## config.mk

```make
export PLATFORM = sky130hd
export DESIGN_NAME = cerere_pietoni_flat
export DESIGN_NICKNAME = d
export VERILOG_FILES = /design/src/rtl/semafor_pkg.sv /design/src/rtl/cerere_pietoni_if.sv /design/src/rtl/filtru_buton.sv /design/src/rtl/cerere_pietoni.sv /design/src/flat_wrapper.sv
export SDC_FILE = /design/constraint.sdc
export NUM_CORES = 1
export LEC_CHECK = 0
export BUFFER_PORTS_ARGS = -buffer_cell sky130_fd_sc_hd__buf_2
export CAP_MARGIN = 5
export CELL_PAD_IN_SITES_DETAIL_PLACEMENT = 2
export CELL_PAD_IN_SITES_GLOBAL_PLACEMENT = 2
export CORE_UTILIZATION = 33
export DETAILED_ROUTE_END_ITERATION = 16
export MAX_ROUTING_LAYER = met4
export PLACE_DENSITY = 0.78
export SLEW_MARGIN = 20
export SYNTH_ARGS = -nofsm -noshare
export SYNTH_HDL_FRONTEND = slang
export SYNTH_SLANG_ARGS = --single-unit
```

## constraint.sdc

```tcl
create_clock -name clk -period 2.05 [get_ports clk]
set_input_delay 0.205 -clock clk [delete_from_list [all_inputs] [get_ports clk]]
set_output_delay 0.205 -clock clk [all_outputs]
set_load 0.05 [all_outputs]
```

## src/rtl/semafor_pkg.sv

```systemverilog
// Shared definitions for the pedestrian request front-end of the semafor controller.
// Contents:
//   stare_e          - request FSM state encoding (2 bits, visible on the debug port)
//   DEBOUNCE_CYC_DEF - default debounce length in synchronised samples
//   LOCKOUT_CYC_DEF  - default lockout length in clock cycles after service
package semafor_pkg;

    typedef enum logic [1:0] {
        LIBER   = 2'd0,
        CERERE  = 2'd1,
        SERVIRE = 2'd2,
        BLOCARE = 2'd3
    } stare_e;

    localparam int unsigned DEBOUNCE_CYC_DEF = 2;
    localparam int unsigned LOCKOUT_CYC_DEF  = 3;

endpackage

```

## src/rtl/cerere_pietoni_if.sv

```systemverilog
// Pedestrian request bundle between the button front-end and the semafor controller.
// Signals:
//   buton         - raw push-button level (asynchronous, may bounce)
//   ack           - controller is serving the pedestrian phase
//   cerere        - clean request level to the controller
//   led_asteptare - "wait" lamp
//   nr_apasari    - accepted presses in the current request (saturating)
//   stare         - request FSM state, for debug
// Modports: master = controller/stimulus side, slave = request front-end.
interface cerere_pietoni_if #(
    parameter int unsigned CNT_W = 4
);
    logic             buton;
    logic             ack;
    logic             cerere;
    logic             led_asteptare;
    logic [CNT_W-1:0] nr_apasari;
    logic [1:0]       stare;

    modport master (
        output buton, ack,
        input  cerere, led_asteptare, nr_apasari, stare
    );

    modport slave (
        input  buton, ack,
        output cerere, led_asteptare, nr_apasari, stare
    );
endinterface

```

## src/rtl/filtru_buton.sv

```systemverilog
// Button conditioning: 2-flop synchroniser, debounce filter and rising-edge detect.
// Ports:
//   clk     - system clock, rising edge
//   rst     - synchronous active-high reset
//   buton   - raw asynchronous button level
//   apasare - one-cycle pulse when the filtered level rises
module filtru_buton #(
    parameter int unsigned DEBOUNCE_CYC = 2
) (
    input  logic clk,
    input  logic rst,
    input  logic buton,
    output logic apasare
);
    localparam int unsigned DbW = (DEBOUNCE_CYC < 2) ? 1 : $clog2(DEBOUNCE_CYC);
    localparam logic [DbW-1:0] DbLast = DbW'(DEBOUNCE_CYC - 1);

    logic           buton_m;   // first synchroniser stage, may go metastable
    logic           buton_s;
    logic           buton_f;   // debounced level
    logic           buton_f_q; // debounced level one cycle earlier
    logic [DbW-1:0] cnt_db;

    always_ff @(posedge clk) begin
        if (rst) begin
            buton_m   <= 1'b0;
            buton_s   <= 1'b0;
            buton_f   <= 1'b0;
            buton_f_q <= 1'b0;
            cnt_db    <= '0;
        end else begin
            buton_m   <= buton;
            buton_s   <= buton_m;
            buton_f_q <= buton_f;
            // A new level is accepted only after DEBOUNCE_CYC consecutive differing samples.
            if (buton_s == buton_f) begin
                cnt_db <= '0;
            end else if (cnt_db == DbLast) begin
                buton_f <= buton_s;
                cnt_db  <= '0;
            end else begin
                cnt_db <= cnt_db + 1'b1;
            end
        end
    end

    assign apasare = buton_f & ~buton_f_q;

endmodule

```

## src/rtl/cerere_pietoni.sv

```systemverilog
// Pedestrian request front-end: holds a clean request until the controller serves it,
// then locks out new presses for LOCKOUT_CYC cycles.
// Ports:
//   clk - system clock, rising edge
//   rst - synchronous active-high reset
//   bus - cerere_pietoni_if.slave (buton, ack in; cerere, led_asteptare, nr_apasari, stare out)
module cerere_pietoni
    import semafor_pkg::*;
#(
    parameter int unsigned DEBOUNCE_CYC = DEBOUNCE_CYC_DEF,
    parameter int unsigned LOCKOUT_CYC  = LOCKOUT_CYC_DEF,
    parameter int unsigned CNT_W        = 4
) (
    input logic             clk,
    input logic             rst,
    cerere_pietoni_if.slave bus
);
    localparam int unsigned LockW = (LOCKOUT_CYC < 2) ? 1 : $clog2(LOCKOUT_CYC + 1);
    localparam logic [CNT_W-1:0] NrMax = '1;

    logic             apasare;
    stare_e           state_q;
    logic             cerere_q;
    logic             led_q;
    logic [CNT_W-1:0] nr_q;
    logic [LockW-1:0] lock_q;

    filtru_buton #(
        .DEBOUNCE_CYC(DEBOUNCE_CYC)
    ) u_filtru (
        .clk    (clk),
        .rst    (rst),
        .buton  (bus.buton),
        .apasare(apasare)
    );

    always_ff @(posedge clk) begin
        if (rst) begin
            state_q  <= LIBER;
            cerere_q <= 1'b0;
            led_q    <= 1'b0;
            nr_q     <= '0;
            lock_q   <= '0;
        end else begin
            unique case (state_q)
                LIBER: begin
                    if (apasare) begin
                        state_q  <= CERERE;
                        cerere_q <= 1'b1;
                        led_q    <= 1'b1;
                        nr_q     <= CNT_W'(1);
                    end
                end
                CERERE: begin
                    // ack takes priority; a press in the same cycle is dropped.
                    if (bus.ack) begin
                        state_q  <= SERVIRE;
                        cerere_q <= 1'b0;
                    end else if (apasare && nr_q != NrMax) begin
                        nr_q <= nr_q + 1'b1;
                    end
                end
                SERVIRE: begin
                    if (!bus.ack) begin
                        led_q <= 1'b0;
                        if (LOCKOUT_CYC == 0) begin
                            state_q <= LIBER;
                        end else begin
                            state_q <= BLOCARE;
                            lock_q  <= LockW'(LOCKOUT_CYC);
                        end
                    end
                end
                BLOCARE: begin
                    if (lock_q <= LockW'(1)) begin
                        state_q <= LIBER;
                    end else begin
                        lock_q <= lock_q - 1'b1;
                    end
                end
                default: state_q <= LIBER;
            endcase
        end
    end

    assign bus.cerere        = cerere_q;
    assign bus.led_asteptare = led_q;
    assign bus.nr_apasari    = nr_q;
    assign bus.stare         = state_q;

endmodule

```

## src/flat_wrapper.sv

```systemverilog
// flat-port wrapper written by rule: the top's interface ports become plain ports
module cerere_pietoni_flat import semafor_pkg::*;
#(
    parameter int unsigned DEBOUNCE_CYC = DEBOUNCE_CYC_DEF,
    parameter int unsigned LOCKOUT_CYC  = LOCKOUT_CYC_DEF,
    parameter int unsigned CNT_W        = 4
)
  (clk, rst, bus_buton, bus_ack, bus_cerere, bus_led_asteptare, bus_nr_apasari, bus_stare);
  cerere_pietoni_if #(.CNT_W(CNT_W)) bus_i ();
  input logic clk;
  input logic rst;
  input wire logic [$bits(bus_i.buton)-1:0] bus_buton;
  input wire logic [$bits(bus_i.ack)-1:0] bus_ack;
  output wire logic [$bits(bus_i.cerere)-1:0] bus_cerere;
  output wire logic [$bits(bus_i.led_asteptare)-1:0] bus_led_asteptare;
  output wire logic [$bits(bus_i.nr_apasari)-1:0] bus_nr_apasari;
  output wire logic [$bits(bus_i.stare)-1:0] bus_stare;
  assign bus_i.buton = bus_buton;
  assign bus_i.ack = bus_ack;
  assign bus_cerere = bus_i.cerere;
  assign bus_led_asteptare = bus_i.led_asteptare;
  assign bus_nr_apasari = bus_i.nr_apasari;
  assign bus_stare = bus_i.stare;
  cerere_pietoni #(.DEBOUNCE_CYC(DEBOUNCE_CYC), .LOCKOUT_CYC(LOCKOUT_CYC), .CNT_W(CNT_W)) u_core (.clk(clk), .rst(rst), .bus(bus_i));
endmodule
```

==> run_summary.xml, run 1 <==
<?xml version="1.0" encoding="UTF-8"?>
<metrics>
  <group name="status">
    <metric name="outcome" unit="">finished clean</metric>
  </group>
  <group name="floorplanning">
    <metric name="floorplan.initialDensity" unit="%">35.1</metric>
    <metric name="dieHeight" unit="um">50.5</metric>
    <metric name="io_pins" unit="">12</metric>
    <metric name="rows" unit="">17</metric>
    <metric name="dieWidth" unit="um">50.5</metric>
    <metric name="fp.dieArea" unit="sq mm">0.00255</metric>
    <metric name="core" unit="sq mm">0.00221</metric>
  </group>
  <group name="sta">
    <metric name="slew_headroom" unit="%">71.0</metric>
    <metric name="timing.final.crit_period" unit="ps">1770</metric>
    <metric name="fin_skew" unit="ps">9.62</metric>
    <metric name="finalSetupTns" unit="ps">0</metric>
    <metric name="grt_setup_unrepaired" unit="">no</metric>
    <metric name="tightest_slew" unit="ps">431</metric>
    <metric name="finalCritPeriodShare" unit="%">86.4</metric>
    <metric name="final-max-slew-violation-count" unit="">0</metric>
    <metric name="timing.final.ws_setup" unit="ps">279</metric>
    <metric name="hold_viol_final" unit="">0</metric>
    <metric name="report.final.setup_viol" unit="">0</metric>
    <metric name="hold_ws" unit="ps">123</metric>
    <metric name="fmaxAchievable" unit="MHz">565</metric>
  </group>
  <group name="cts">
    <metric name="tritoncts_buffer_count" unit="">3</metric>
    <metric name="clkTransAtPathRegs" unit="ps">100</metric>
    <metric name="clock_insertion_delay_worst_skew" unit="ps">290</metric>
    <metric name="cts_max_level" unit="">1</metric>
    <metric name="root_buffer" unit="">clkbuf_4</metric>
    <metric name="cts_num_sinks" unit="">15</metric>
    <metric name="cts_hold_buffers" unit="">0</metric>
    <metric name="cts_resized" unit="">0</metric>
    <metric name="cts_post_setup_buffers_inserted" unit="">0</metric>
    <metric name="clock_path_buffers" unit="">2</metric>
    <metric name="cts_tree" unit="">yes</metric>
  </group>
  <group name="grt">
    <metric name="global_route_wire_length_before_repair" unit="um">2910</metric>
    <metric name="grt_pass1_vias" unit="">643</metric>
    <metric name="global_route.overflow_total" unit="">0</metric>
    <metric name="grt_max_degree" unit="">17</metric>
    <metric name="grt_antenna_before_repair" unit="">0</metric>
    <metric name="grt_usage" unit="%">16.4</metric>
  </group>
  <group name="synth">
    <metric name="largest_family_of_logic_cells_by_synthesized_area" unit="">simple AND/OR/NAND/NOR gates</metric>
    <metric name="synth_cell_type_count" unit="">29</metric>
    <metric name="synth_cell_area" unit="sq um">777</metric>
    <metric name="post_synth_inst_count" unit="">83</metric>
    <metric name="synth.mux.area_fraction" unit="%">4.51</metric>
    <metric name="synth_area_in_xor_xnor" unit="%">1.13</metric>
    <metric name="ys_ff_latch" unit="">15</metric>
    <metric name="mean_instance_size_in_the_synthesized_netlist" unit="sq um">9.36</metric>
    <metric name="postSynthNetCount" unit="">94</metric>
    <metric name="post_synth_fa_ha_maj_area_fraction" unit="%">11.3</metric>
    <metric name="ys.warnings.count" unit="">0</metric>
    <metric name="synth-seq-area-share" unit="%">38.6</metric>
    <metric name="area_share_of_and_or_nand_nor_cells_after_synthesis" unit="%">24.3</metric>
    <metric name="post_synthesis_compound_gate_area_fraction" unit="%">16.7</metric>
  </group>
  <group name="final_layout">
    <metric name="layout-area-overhead-vs-synth" unit="%">14.7</metric>
    <metric name="antenna_cells" unit="">0</metric>
    <metric name="final_nets" unit="">109</metric>
    <metric name="final.fill_count" unit="">266</metric>
    <metric name="layout-drive-gt1-share" unit="%">21.6</metric>
  </group>
  <group name="placed_design">
    <metric name="routabilityCongestion" unit="">0.710</metric>
    <metric name="dpl.hpwl" unit="um">1310</metric>
    <metric name="place.port_buffers" unit="">11</metric>
    <metric name="dp_worst_setup_slack" unit="ps">264</metric>
  </group>
  <group name="drt">
    <metric name="avgViaCountPerCell" unit="">4.98</metric>
    <metric name="drt_wl_total" unit="um">1710</metric>
    <metric name="antenna_violating_nets_post_route" unit="">0</metric>
    <metric name="drtPass1Iterations" unit="">2</metric>
    <metric name="wl_per_cell" unit="um">13.6</metric>
    <metric name="dr_total_vias" unit="">623</metric>
    <metric name="remaining_drc_errors" unit="">0</metric>
    <metric name="drtIter0Drc" unit="">1</metric>
  </group>
  <group name="worst_setup_path">
    <metric name="worst-path-max-fanout" unit="">6</metric>
    <metric name="rr_worst_depth" unit="">6</metric>
    <metric name="criticalPathCategory" unit="">flip-flop to flip-flop</metric>
    <metric name="critical_path.endpoint_type" unit="">flip-flop</metric>
    <metric name="cp_data_arrival_time" unit="ps">1950</metric>
    <metric name="regToRegEndpoint" unit="">u_core.bus.stare[1]$_SDFFE_PP0P_</metric>
    <metric name="worstReg2RegStart" unit="">u_core.bus.stare[1]$_SDFFE_PP0P_</metric>
    <metric name="cp.required" unit="ps">2230</metric>
    <metric name="regToRegSetupSlack" unit="ps">280</metric>
    <metric name="critPathLaunchType" unit="">flip-flop</metric>
  </group>
  <group name="run">
    <metric name="timing.max_cap.violations" unit="">0</metric>
  </group>
  <group name="power">
    <metric name="power_density" unit="mW/mm^2">849</metric>
    <metric name="leakage_power_figure" unit="nW">0.365</metric>
    <metric name="vdd_ir_drop_max" unit="V">0.000329</metric>
  </group>
  <group name="hold_path">
    <metric name="worst_min_delay_path_class" unit="">primary input to flip-flop</metric>
    <metric name="number_of_cells_on_the_worst_hold_path" unit="">2</metric>
    <metric name="min_to" unit="">u_core.u_filtru.buton_m$_SDFF_PP0_</metric>
    <metric name="timing.hold.worst.start" unit="">bus_buton</metric>
  </group>
</metrics>
worst max-delay path by stage:
stage / to / from / cells after the start / slack [ps]
6_report: u_core.bus.stare[1]$_SDFFE_PP0P_ / u_core.bus.stare[1]$_SDFFE_PP0P_ / 6 / 280
5_1_grt: u_core.bus.stare[1]$_SDFFE_PP0P_ / u_core.bus.stare[1]$_SDFFE_PP0P_ / 6 / 130
4_1_cts: u_core.bus.stare[1]$_SDFFE_PP0P_ / u_core.bus.stare[1]$_SDFFE_PP0P_ / 6 / 250
3_5_place_dp: u_core.bus.stare[1]$_SDFFE_PP0P_ / u_core.bus.stare[1]$_SDFFE_PP0P_ / 6 / 260
3_3_place_gp: u_core.bus.stare[1]$_SDFFE_PP0P_ / u_core.bus.stare[1]$_SDFFE_PP0P_ / 6 / 370
2_1_floorplan: u_core.bus.stare[1]$_SDFFE_PP0P_ / u_core.bus.stare[0]$_SDFFE_PP0P_ / 6 / 40
power by group:
| part | switching [W] | internal [W] | total (W) |
|---|---|---|---|
| Sequential | 0.0000203 | 0.000313 | 0.000333 |
| Combinational | 0.000160 | 0.0000913 | 0.000251 |
| Clock | 0.0000991 | 0.0000725 | 0.000172 |
placed cells by master (no fill, tap or decap), types with 3 or more instances in the layout:
| master | n |
|---|---|
| nor2b_1 | 4 |
| nor2_1 | 10 |
| clkbuf_4 | 3 |
| inv_1 | 6 |
| dfxtp_1 | 15 |
| o21ai_0 | 4 |
| ha_1 | 7 |
| nor4_1 | 3 |
| a21oi_1 | 4 |
| nor3_1 | 4 |
| nand2_1 | 3 |
| buf_2 | 11 |
registers in the layout, summed over array words and instances (netlist names):
register,flops
u_core.u_filtru.buton_m,1
u_core.u_filtru.buton_s,1
u_core.bus.stare,2
u_core.bus.nr_apasari,4
u_core.u_filtru.cnt_db,1
u_core.bus.cerere,1
u_core.lock_q,2
u_core.bus.led_asteptare,1
u_core.u_filtru.buton_f_q,1
u_core.u_filtru.buton_f,1
cells in the mapped netlist (all sizes together):
master	number	share of area (%)
dfxtp	15	39
mux2	1	1.9
a211oi	4	6.1
o21a	1	0.97
nor4	3	2.4
a31oi	1	1.6
o21bai	2	1.9
and3b	1	1.1
clkbuf	1	0.48
mux2i	2	2.6
nor3	4	2.6
and2	1	0.81
nor2b	4	3.2
xnor2	1	1.1
nor2	10	4.8
a21oi	4	2.6
nand3b	1	0.97
o21ai	4	2.6
nand2	3	1.4
or3b	1	1.1
inv	6	2.9
nand4bb	1	2.1
nand2b	1	1.1
and4b	1	1.3
ha	7	11
a21o	1	0.97
nand3	2	1.3
kinds of logic after synthesis:
| logic type | count (synthesis) |
|---|---|
| flip-flops | 15 |
| AND/OR/NAND/NOR | 33 |
| buffers and inverters | 7 |
| AO/OA/AOI/OAI | 17 |
| adder cells (fa/ha/maj) | 7 |
| multiplexers | 3 |
| XOR/XNOR | 1 |
metrics by stage:
step	util [%]	instances	instance area, sq um	power (W)
2_1_floorplan	-	83	777	0.000542
3_3_place_gp	39.0	121	863	0.000591
3_5_place_dp	39.0	121	863	0.000598
4_1_cts	40.3	125	891	0.000775
5_1_grt	40.3	125	891	0.000819
6_report	40.3	125	891	0.000756
worst max-delay path, stage by stage (launching register included):
cell	delay (ps)
dfxtp_1	420
inv_1	110
ha_1	270
mux2_4	310
a211oi_4	280
mux2i_1	220
nor2_1	50
routing by layer:
metal	global-route usage, %	wire length (um)	vias to the layer above
met5	-	0	-
met3	3.03	49	4
met2	26.0	814	8
met4	9.72	31	0
met1	19.3	810	292
li1	-	-	319
final cells by class:
| class | instances | area (sq um) | area share (%) |
|---|---|---|---|
| Clock inverter | 1 | 5.00 | 0.562 |
| Sequential cell | 15 | 300 | 33.7 |
| Clock buffer | 3 | 22.5 | 2.53 |
| Timing Repair Buffer | 11 | 55.1 | 6.18 |
| Multi-Input combinational cell | 61 | 450 | 50.6 |
| Tap cell | 28 | 35.0 | 3.93 |
| Inverter | 6 | 22.5 | 2.53 |
Note: power is estimated with default switching activity, not from simulation.
==> inputs of run 2 (changes only) <==
- REMOVE_ABC_BUFFERS: unset -> 1
- SLEW_MARGIN: 20 -> unset
==> run_summary.xml, run 2 (synthesized netlist as in run 1, its figures left out) <==
<?xml version="1.0" encoding="UTF-8"?>
<metrics>
  <group name="status">
    <metric name="outcome" unit="">finished clean</metric>
  </group>
  <group name="grt">
    <metric name="grt_usage" unit="%">16.5</metric>
    <metric name="grt_max_degree" unit="">17</metric>
    <metric name="grt_antenna_before_repair" unit="">0</metric>
    <metric name="grt_util_met3" unit="%">3.64</metric>
    <metric name="grt_pass1_vias" unit="">694</metric>
    <metric name="global_route.overflow_total" unit="">0</metric>
    <metric name="grt_use_met1" unit="%">19.4</metric>
    <metric name="groute.layer.met2.usage" unit="%">26.9</metric>
    <metric name="global_route_wire_length_before_repair" unit="um">3030</metric>
    <metric name="globalRoute.busiestLayer" unit="">met2</metric>
  </group>
  <group name="floorplanning">
    <metric name="dieHeight" unit="um">50.5</metric>
    <metric name="fp.dieArea" unit="sq mm">0.00255</metric>
    <metric name="core" unit="sq mm">0.00221</metric>
    <metric name="io_pins" unit="">12</metric>
    <metric name="floorplan.initialDensity" unit="%">35.1</metric>
    <metric name="rows" unit="">17</metric>
    <metric name="dieWidth" unit="um">50.5</metric>
  </group>
  <group name="sta">
    <metric name="grt_setup_unrepaired" unit="">no</metric>
    <metric name="final-max-slew-violation-count" unit="">0</metric>
    <metric name="hold_ws" unit="ps">139</metric>
    <metric name="report.final.setup_viol" unit="">0</metric>
    <metric name="slew_headroom" unit="%">68.1</metric>
    <metric name="finalSetupTns" unit="ps">0</metric>
    <metric name="tightest_slew" unit="ps">475</metric>
    <metric name="timing.final.crit_period" unit="ps">1770</metric>
    <metric name="timing.final.ws_setup" unit="ps">279</metric>
    <metric name="hold_viol_final" unit="">0</metric>
    <metric name="fmaxAchievable" unit="MHz">565</metric>
    <metric name="finalCritPeriodShare" unit="%">86.4</metric>
    <metric name="fin_skew" unit="ps">2.90</metric>
  </group>
  <group name="cts">
    <metric name="clock_path_buffers" unit="">2</metric>
    <metric name="clock_insertion_delay_worst_skew" unit="ps">280</metric>
    <metric name="root_buffer" unit="">clkbuf_4</metric>
    <metric name="cts_post_setup_buffers_inserted" unit="">0</metric>
    <metric name="cts_hold_buffers" unit="">0</metric>
    <metric name="clkTransAtPathRegs" unit="ps">80</metric>
    <metric name="cts_resized" unit="">0</metric>
    <metric name="cts_tree" unit="">yes</metric>
    <metric name="cts_max_level" unit="">1</metric>
    <metric name="cts_num_sinks" unit="">15</metric>
    <metric name="tritoncts_buffer_count" unit="">3</metric>
  </group>
  <group name="worst_setup_path">
    <metric name="cp.required" unit="ps">2220</metric>
    <metric name="critical_path.endpoint_type" unit="">flip-flop</metric>
    <metric name="criticalPathCategory" unit="">flip-flop to flip-flop</metric>
    <metric name="critical-path-slowest-cell" unit="">dfxtp_1</metric>
    <metric name="cp_data_arrival_time" unit="ps">1940</metric>
    <metric name="regToRegSetupSlack" unit="ps">280</metric>
    <metric name="critPathLaunchType" unit="">flip-flop</metric>
    <metric name="critical_path.max_stage_delay" unit="ps">410</metric>
    <metric name="critical_path.cell_chain" unit="">inv_1, ha_1, mux2_4, a211oi_4, mux2i_1, nor2_1</metric>
    <metric name="worst-path-max-fanout" unit="">6</metric>
  </group>
  <group name="final_layout">
    <metric name="final_nets" unit="">109</metric>
    <metric name="antenna_cells" unit="">0</metric>
    <metric name="layout-area-overhead-vs-synth" unit="%">14.5</metric>
    <metric name="number_of_flip_flops_in_the_largest_register" unit="">4</metric>
    <metric name="mostFrequentLayoutCell" unit="">dfxtp_1</metric>
    <metric name="most_used_cells_in_the_layout_excluding_fill_and_tap_cells" unit="">dfxtp_1 (15), buf_2 (11), nor2_1 (10)</metric>
    <metric name="stdcell_area" unit="sq um">890</metric>
    <metric name="layout-drive-gt1-share" unit="%">20.6</metric>
  </group>
  <group name="drt">
    <metric name="drt_wl_total" unit="um">1680</metric>
    <metric name="remaining_drc_errors" unit="">0</metric>
    <metric name="wl_per_cell" unit="um">13.5</metric>
    <metric name="avgViaCountPerCell" unit="">5.09</metric>
    <metric name="drtPass1Iterations" unit="">4</metric>
    <metric name="dr_total_vias" unit="">636</metric>
    <metric name="drtIter0Drc" unit="">5</metric>
    <metric name="antenna_violating_nets_post_route" unit="">0</metric>
  </group>
  <group name="hold_path">
    <metric name="worst_min_delay_path_class" unit="">primary input to flip-flop</metric>
  </group>
  <group name="placed_design">
    <metric name="place.port_buffers" unit="">11</metric>
    <metric name="dp_worst_setup_slack" unit="ps">288</metric>
    <metric name="routabilityCongestion" unit="">0.658</metric>
    <metric name="dpl-instance-area" unit="sq um">863</metric>
    <metric name="dpl.hpwl" unit="um">1300</metric>
  </group>
  <group name="power">
    <metric name="seq_power_share" unit="%">43.7</metric>
    <metric name="power_report.internal_total" unit="W">0.000482</metric>
    <metric name="clk_network_pwr_share" unit="%">21.6</metric>
    <metric name="power_density" unit="mW/mm^2">856</metric>
    <metric name="p_comb_share" unit="%">34.6</metric>
    <metric name="p_sw" unit="W">0.000279</metric>
    <metric name="netSwitchingFraction" unit="%">36.6</metric>
    <metric name="leakage_power_figure" unit="nW">0.362</metric>
    <metric name="vdd_ir_drop_max" unit="V">0.000402</metric>
    <metric name="report.power.total" unit="W">0.000761</metric>
  </group>
  <group name="run">
    <metric name="timing.max_cap.violations" unit="">0</metric>
  </group>
</metrics>
run 2: final cells by class:
type                       instances  area [sq um]
fill                             261          1320
tap                               28          35.0
multi-input combinational         61           450
sequential                        15           300
clock buffer                       4          26.3
timing repair buffer              11          55.1
inverter                           6          22.5
run 2: power by group through the flow:
| stage | Sequential (W) | Clock (W) | Combinational [W] |
|---|---|---|---|
| 4_1_cts | 0.000334 | 0.000174 | 0.000269 |
| 6_report | 0.000333 | 0.000165 | 0.000264 |
| 3_3_place_gp | 0.000338 | 0 | 0.000251 |
| 5_1_grt | 0.000337 | 0.000187 | 0.000292 |
| 3_5_place_dp | 0.000340 | 0 | 0.000265 |
| 2_1_floorplan | 0.000395 | 0 | 0.000145 |
run 2: path summary, 6_finish.rpt:
check | from | endpoint | cells past startpoint
worst max register to register | u_core.bus.stare[1]$_SDFFE_PP0P_ | u_core.bus.stare[1]$_SDFFE_PP0P_ | 6
worst min-delay path | bus_buton | u_core.u_filtru.buton_m$_SDFF_PP0_ | 2
worst max-delay path | u_core.bus.stare[1]$_SDFFE_PP0P_ | u_core.bus.stare[1]$_SDFFE_PP0P_ | 6
worst min register to register | u_core.u_filtru.cnt_db$_SDFF_PP0_ | u_core.u_filtru.cnt_db$_SDFF_PP0_ | 1
run 2: routing by layer:
metal	share of wire, %	vias up
li1	-	317
met4	1.2	0
met5	0	-
met3	3.2	4
met1	47	307
met2	49	8
run 2: critical path: cells and delay by family (launching register included):
| family | cells | cell delay (ps) |
|---|---|---|
| muxes | 2 | 530 |
| DFF | 1 | 410 |
| buffers and inverters | 1 | 100 |
| and+or+nand+nor | 1 | 50 |
| AOI/OAI and AO/OA | 1 | 290 |
| adders and majority gates | 1 | 280 |
run 2: per-stage QoR:
step | util [%] | cells
2_1_floorplan | - | 82
3_3_place_gp | 39.0 | 121
3_5_place_dp | 39.0 | 121
4_1_cts | 40.2 | 125
5_1_grt | 40.2 | 125
6_report | 40.2 | 125
==> inputs of run 3 (changes only) <==
- ABC_AREA: unset -> 1
- CORE_UTILIZATION: 33 -> 30
- PLACE_DENSITY: 0.78 -> 0.79
==> run_summary.xml, run 3 <==
<?xml version="1.0" encoding="UTF-8"?>
<metrics>
  <group name="synth">
    <metric name="synthDominantCellAreaShare" unit="%">36.5</metric>
    <metric name="ys_ff_latch" unit="">15</metric>
    <metric name="synth-edff-count" unit="">0</metric>
    <metric name="post-synth-top-count-cell" unit="">nand2_1</metric>
    <metric name="synth_top_area_cell" unit="">dfxtp_1</metric>
    <metric name="synth_cell_type_count" unit="">19</metric>
    <metric name="async_reset_ff_share" unit="%">0</metric>
    <metric name="synth.cells.most_frequent" unit="">nand2_1 (28), inv_1 (20), dfxtp_1 (15)</metric>
    <metric name="post_synth_inst_count" unit="">118</metric>
    <metric name="yosys-top-cells-area" unit="">dfxtp_1 (37%), nand2_1 (13%), ha_1 (11%)</metric>
    <metric name="post_synth_top_flop" unit="">dfxtp_1</metric>
    <metric name="synth-seq-area-share" unit="%">36.5</metric>
    <metric name="ys.warnings.count" unit="">0</metric>
    <metric name="synth_cell_area" unit="sq um">822</metric>
    <metric name="mean_instance_size_in_the_synthesized_netlist" unit="sq um">6.97</metric>
  </group>
  <group name="status">
    <metric name="outcome" unit="">finished clean</metric>
  </group>
  <group name="floorplanning">
    <metric name="io_pins" unit="">12</metric>
    <metric name="core" unit="sq mm">0.00252</metric>
    <metric name="fp.dieArea" unit="sq mm">0.00295</metric>
    <metric name="dieHeight" unit="um">54.3</metric>
    <metric name="rows" unit="">18</metric>
    <metric name="floorplan.initialDensity" unit="%">32.6</metric>
    <metric name="dieWidth" unit="um">54.3</metric>
  </group>
  <group name="sta">
    <metric name="tightest_slew" unit="ps">382</metric>
    <metric name="final-max-slew-violation-count" unit="">0</metric>
    <metric name="fin_skew" unit="ps">1.67</metric>
    <metric name="grt_setup_unrepaired" unit="">no</metric>
    <metric name="finalSetupTns" unit="ps">0</metric>
    <metric name="slew_headroom" unit="%">74.5</metric>
    <metric name="timing.final.ws_setup" unit="ps">466</metric>
    <metric name="fmaxAchievable" unit="MHz">631</metric>
    <metric name="report.final.setup_viol" unit="">0</metric>
    <metric name="finalCritPeriodShare" unit="%">77.3</metric>
    <metric name="hold_viol_final" unit="">0</metric>
    <metric name="timing.final.crit_period" unit="ps">1580</metric>
  </group>
  <group name="worst_setup_path">
    <metric name="critPathLaunchType" unit="">flip-flop</metric>
    <metric name="regToRegSetupSlack" unit="ps">470</metric>
    <metric name="cp.required" unit="ps">2240</metric>
    <metric name="regToRegEndpoint" unit="">u_core.bus.nr_apasari[2]$_SDFFE_PP0P_</metric>
    <metric name="criticalPathCategory" unit="">flip-flop to flip-flop</metric>
    <metric name="worst-path-max-fanout" unit="">7</metric>
    <metric name="rr_worst_depth" unit="">7</metric>
    <metric name="worstReg2RegStart" unit="">u_core.bus.stare[1]$_SDFFE_PP0P_</metric>
    <metric name="critical_path.endpoint_type" unit="">flip-flop</metric>
    <metric name="cp_data_arrival_time" unit="ps">1780</metric>
  </group>
  <group name="cts">
    <metric name="cts_max_level" unit="">1</metric>
    <metric name="cts_post_setup_buffers_inserted" unit="">0</metric>
    <metric name="clkTransAtPathRegs" unit="ps">100</metric>
    <metric name="cts_resized" unit="">0</metric>
    <metric name="tritoncts_buffer_count" unit="">3</metric>
    <metric name="clock_path_buffers" unit="">2</metric>
    <metric name="root_buffer" unit="">clkbuf_4</metric>
    <metric name="clock_insertion_delay_worst_skew" unit="ps">290</metric>
    <metric name="cts_hold_buffers" unit="">0</metric>
    <metric name="cts_num_sinks" unit="">15</metric>
    <metric name="cts_tree" unit="">yes</metric>
  </group>
  <group name="grt">
    <metric name="grt_usage" unit="%">18.3</metric>
    <metric name="grt_max_degree" unit="">10</metric>
    <metric name="global_route.overflow_total" unit="">0</metric>
    <metric name="grt_antenna_before_repair" unit="">0</metric>
    <metric name="global_route_wire_length_before_repair" unit="um">3600</metric>
    <metric name="grt_pass1_vias" unit="">796</metric>
  </group>
  <group name="final_layout">
    <metric name="layout-drive-gt1-share" unit="%">18.2</metric>
    <metric name="final_nets" unit="">144</metric>
    <metric name="multi_input_comb_area" unit="sq um">435</metric>
    <metric name="antenna_cells" unit="">0</metric>
    <metric name="most_used_cells_in_the_layout_excluding_fill_and_tap_cells" unit="">nand2_1 (28), inv_1 (20), dfxtp_1 (15)</metric>
    <metric name="number_of_flip_flops_in_the_largest_register" unit="">4</metric>
    <metric name="layout-area-overhead-vs-synth" unit="%">13.7</metric>
    <metric name="instances_no_fill" unit="">162</metric>
    <metric name="mostFrequentLayoutCell" unit="">nand2_1</metric>
    <metric name="final.fill_count" unit="">320</metric>
    <metric name="seq_area" unit="sq um">300</metric>
  </group>
  <group name="power">
    <metric name="power_density" unit="mW/mm^2">1160</metric>
    <metric name="p_sw" unit="W">0.000518</metric>
    <metric name="seq_power_share" unit="%">35.8</metric>
    <metric name="vdd_ir_drop_max" unit="V">0.000572</metric>
    <metric name="report.power.total" unit="W">0.00108</metric>
    <metric name="leakage_power_figure" unit="nW">0.462</metric>
    <metric name="netSwitchingFraction" unit="%">47.9</metric>
    <metric name="power_report.internal_total" unit="W">0.000564</metric>
    <metric name="clk_network_pwr_share" unit="%">16.8</metric>
    <metric name="p_comb_share" unit="%">47.5</metric>
  </group>
  <group name="drt">
    <metric name="drtPass1Iterations" unit="">2</metric>
    <metric name="dr_total_vias" unit="">776</metric>
    <metric name="wl_per_cell" unit="um">13.4</metric>
    <metric name="avgViaCountPerCell" unit="">4.79</metric>
    <metric name="remaining_drc_errors" unit="">0</metric>
    <metric name="antenna_violating_nets_post_route" unit="">0</metric>
    <metric name="drt_wl_total" unit="um">2160</metric>
    <metric name="drtIter0Drc" unit="">7</metric>
  </group>
  <group name="placed_design">
    <metric name="place.port_buffers" unit="">11</metric>
    <metric name="dp_worst_setup_slack" unit="ps">515</metric>
    <metric name="dpl.hpwl" unit="um">1770</metric>
    <metric name="routabilityCongestion" unit="">0.794</metric>
    <metric name="placed_cells" unit="">158</metric>
  </group>
  <group name="run">
    <metric name="timing.max_cap.violations" unit="">0</metric>
  </group>
  <group name="hold_path">
    <metric name="worst_min_delay_path_class" unit="">primary input to flip-flop</metric>
    <metric name="min_to" unit="">u_core.u_filtru.buton_m$_SDFF_PP0_</metric>
    <metric name="number_of_cells_on_the_worst_hold_path" unit="">3</metric>
    <metric name="timing.hold.worst.start" unit="">bus_buton</metric>
  </group>
</metrics>
## run 3: cell count changes after synthesis, moves of 2 or more
cell	previous run	this run
nand4_1	0	2
nor3_1	4	2
nor2_1	10	13
nand2_2	0	2
nand2_1	3	28
a21oi_1	4	8
nand3_1	2	7
mux2i_1	2	0
nor2b_1	4	0
inv_1	6	20
o21bai_1	2	0
nor4_1	3	0
nor2_2	0	3
## run 3: final cells by class
class                           instances  share of cell area [%]
Inverter                               21                    8.43
Clock inverter                          1                   0.535
Sequential cell                        15                    32.1
Clock buffer                            3                    2.41
Multi-Input combinational cell         81                    46.6
Timing Repair Buffer                   11                    5.89
Tap cell                               30                    4.02
## run 3: cells by family after synthesis
| group | Yosys count | synth area share, % |
|---|---|---|
| and+or+nand+nor | 60 | 33.0 |
| buffers and inverters | 22 | 10.5 |
| DFF | 15 | 36.5 |
| AOI/OAI and AO/OA | 14 | 9.29 |
| adders and majority gates | 7 | 10.7 |
## run 3: how the worst max path moves through the flow
stage,depth (start not counted),endpoint,slack (ps),startpoint
2_1_floorplan,8,u_core.bus.stare[0]$_SDFFE_PP0P_,370,u_core.bus.stare[0]$_SDFFE_PP0P_
3_5_place_dp,7,u_core.bus.nr_apasari[2]$_SDFFE_PP0P_,520,u_core.bus.stare[1]$_SDFFE_PP0P_
6_report,7,u_core.bus.nr_apasari[2]$_SDFFE_PP0P_,470,u_core.bus.stare[1]$_SDFFE_PP0P_
3_3_place_gp,7,u_core.bus.nr_apasari[2]$_SDFFE_PP0P_,560,u_core.bus.stare[1]$_SDFFE_PP0P_
5_1_grt,9,u_core.bus.nr_apasari[3]$_SDFFE_PP0P_,350,u_core.bus.stare[1]$_SDFFE_PP0P_
4_1_cts,6,u_core.bus.nr_apasari[1]$_SDFFE_PP0P_,500,u_core.bus.stare[1]$_SDFFE_PP0P_
## run 3: critical path, stage by stage (launching register included)
cell	delay, ps
dfxtp_1	370
inv_1	120
ha_1	340
nor2_2	90
a21oi_1	330
nand3_1	120
nand2_1	80
a21oi_1	30
## run 3: per-layer routing
layer / share of wire [%] / global-route usage [%] / vias to the layer above
li1: - / - / 392
met1: 46 / 20.8 / 371
met2: 50 / 30.7 / 9
met3: 1.8 / 2.78 / 4
met4: 1.8 / 9.83 / 0
met5: 0 / - / -
## run 3: power by group through the flow
stage | logic [W] | registers, W | clock network [W]
floorplan | 0.000301 | 0.000476 | 0
global placement | 0.000490 | 0.000387 | 0
detailed placement | 0.000513 | 0.000395 | 0
CTS | 0.000518 | 0.000388 | 0.000188
global route | 0.000579 | 0.000396 | 0.000200
finish | 0.000513 | 0.000387 | 0.000181
## run 3: metrics by stage
| step | utilization, % | hold slack (ps) | instance area, sq um |
|---|---|---|---|
| final | 37.1 | 112 | 935 |
| after floorplan | - | 274 | 815 |
| after CTS | 37.1 | 111 | 935 |
| after detailed placement | 36.0 | 408 | 907 |
| after global placement | 36.0 | 398 | 907 |
| after global routing | 37.1 | 111 | 935 |
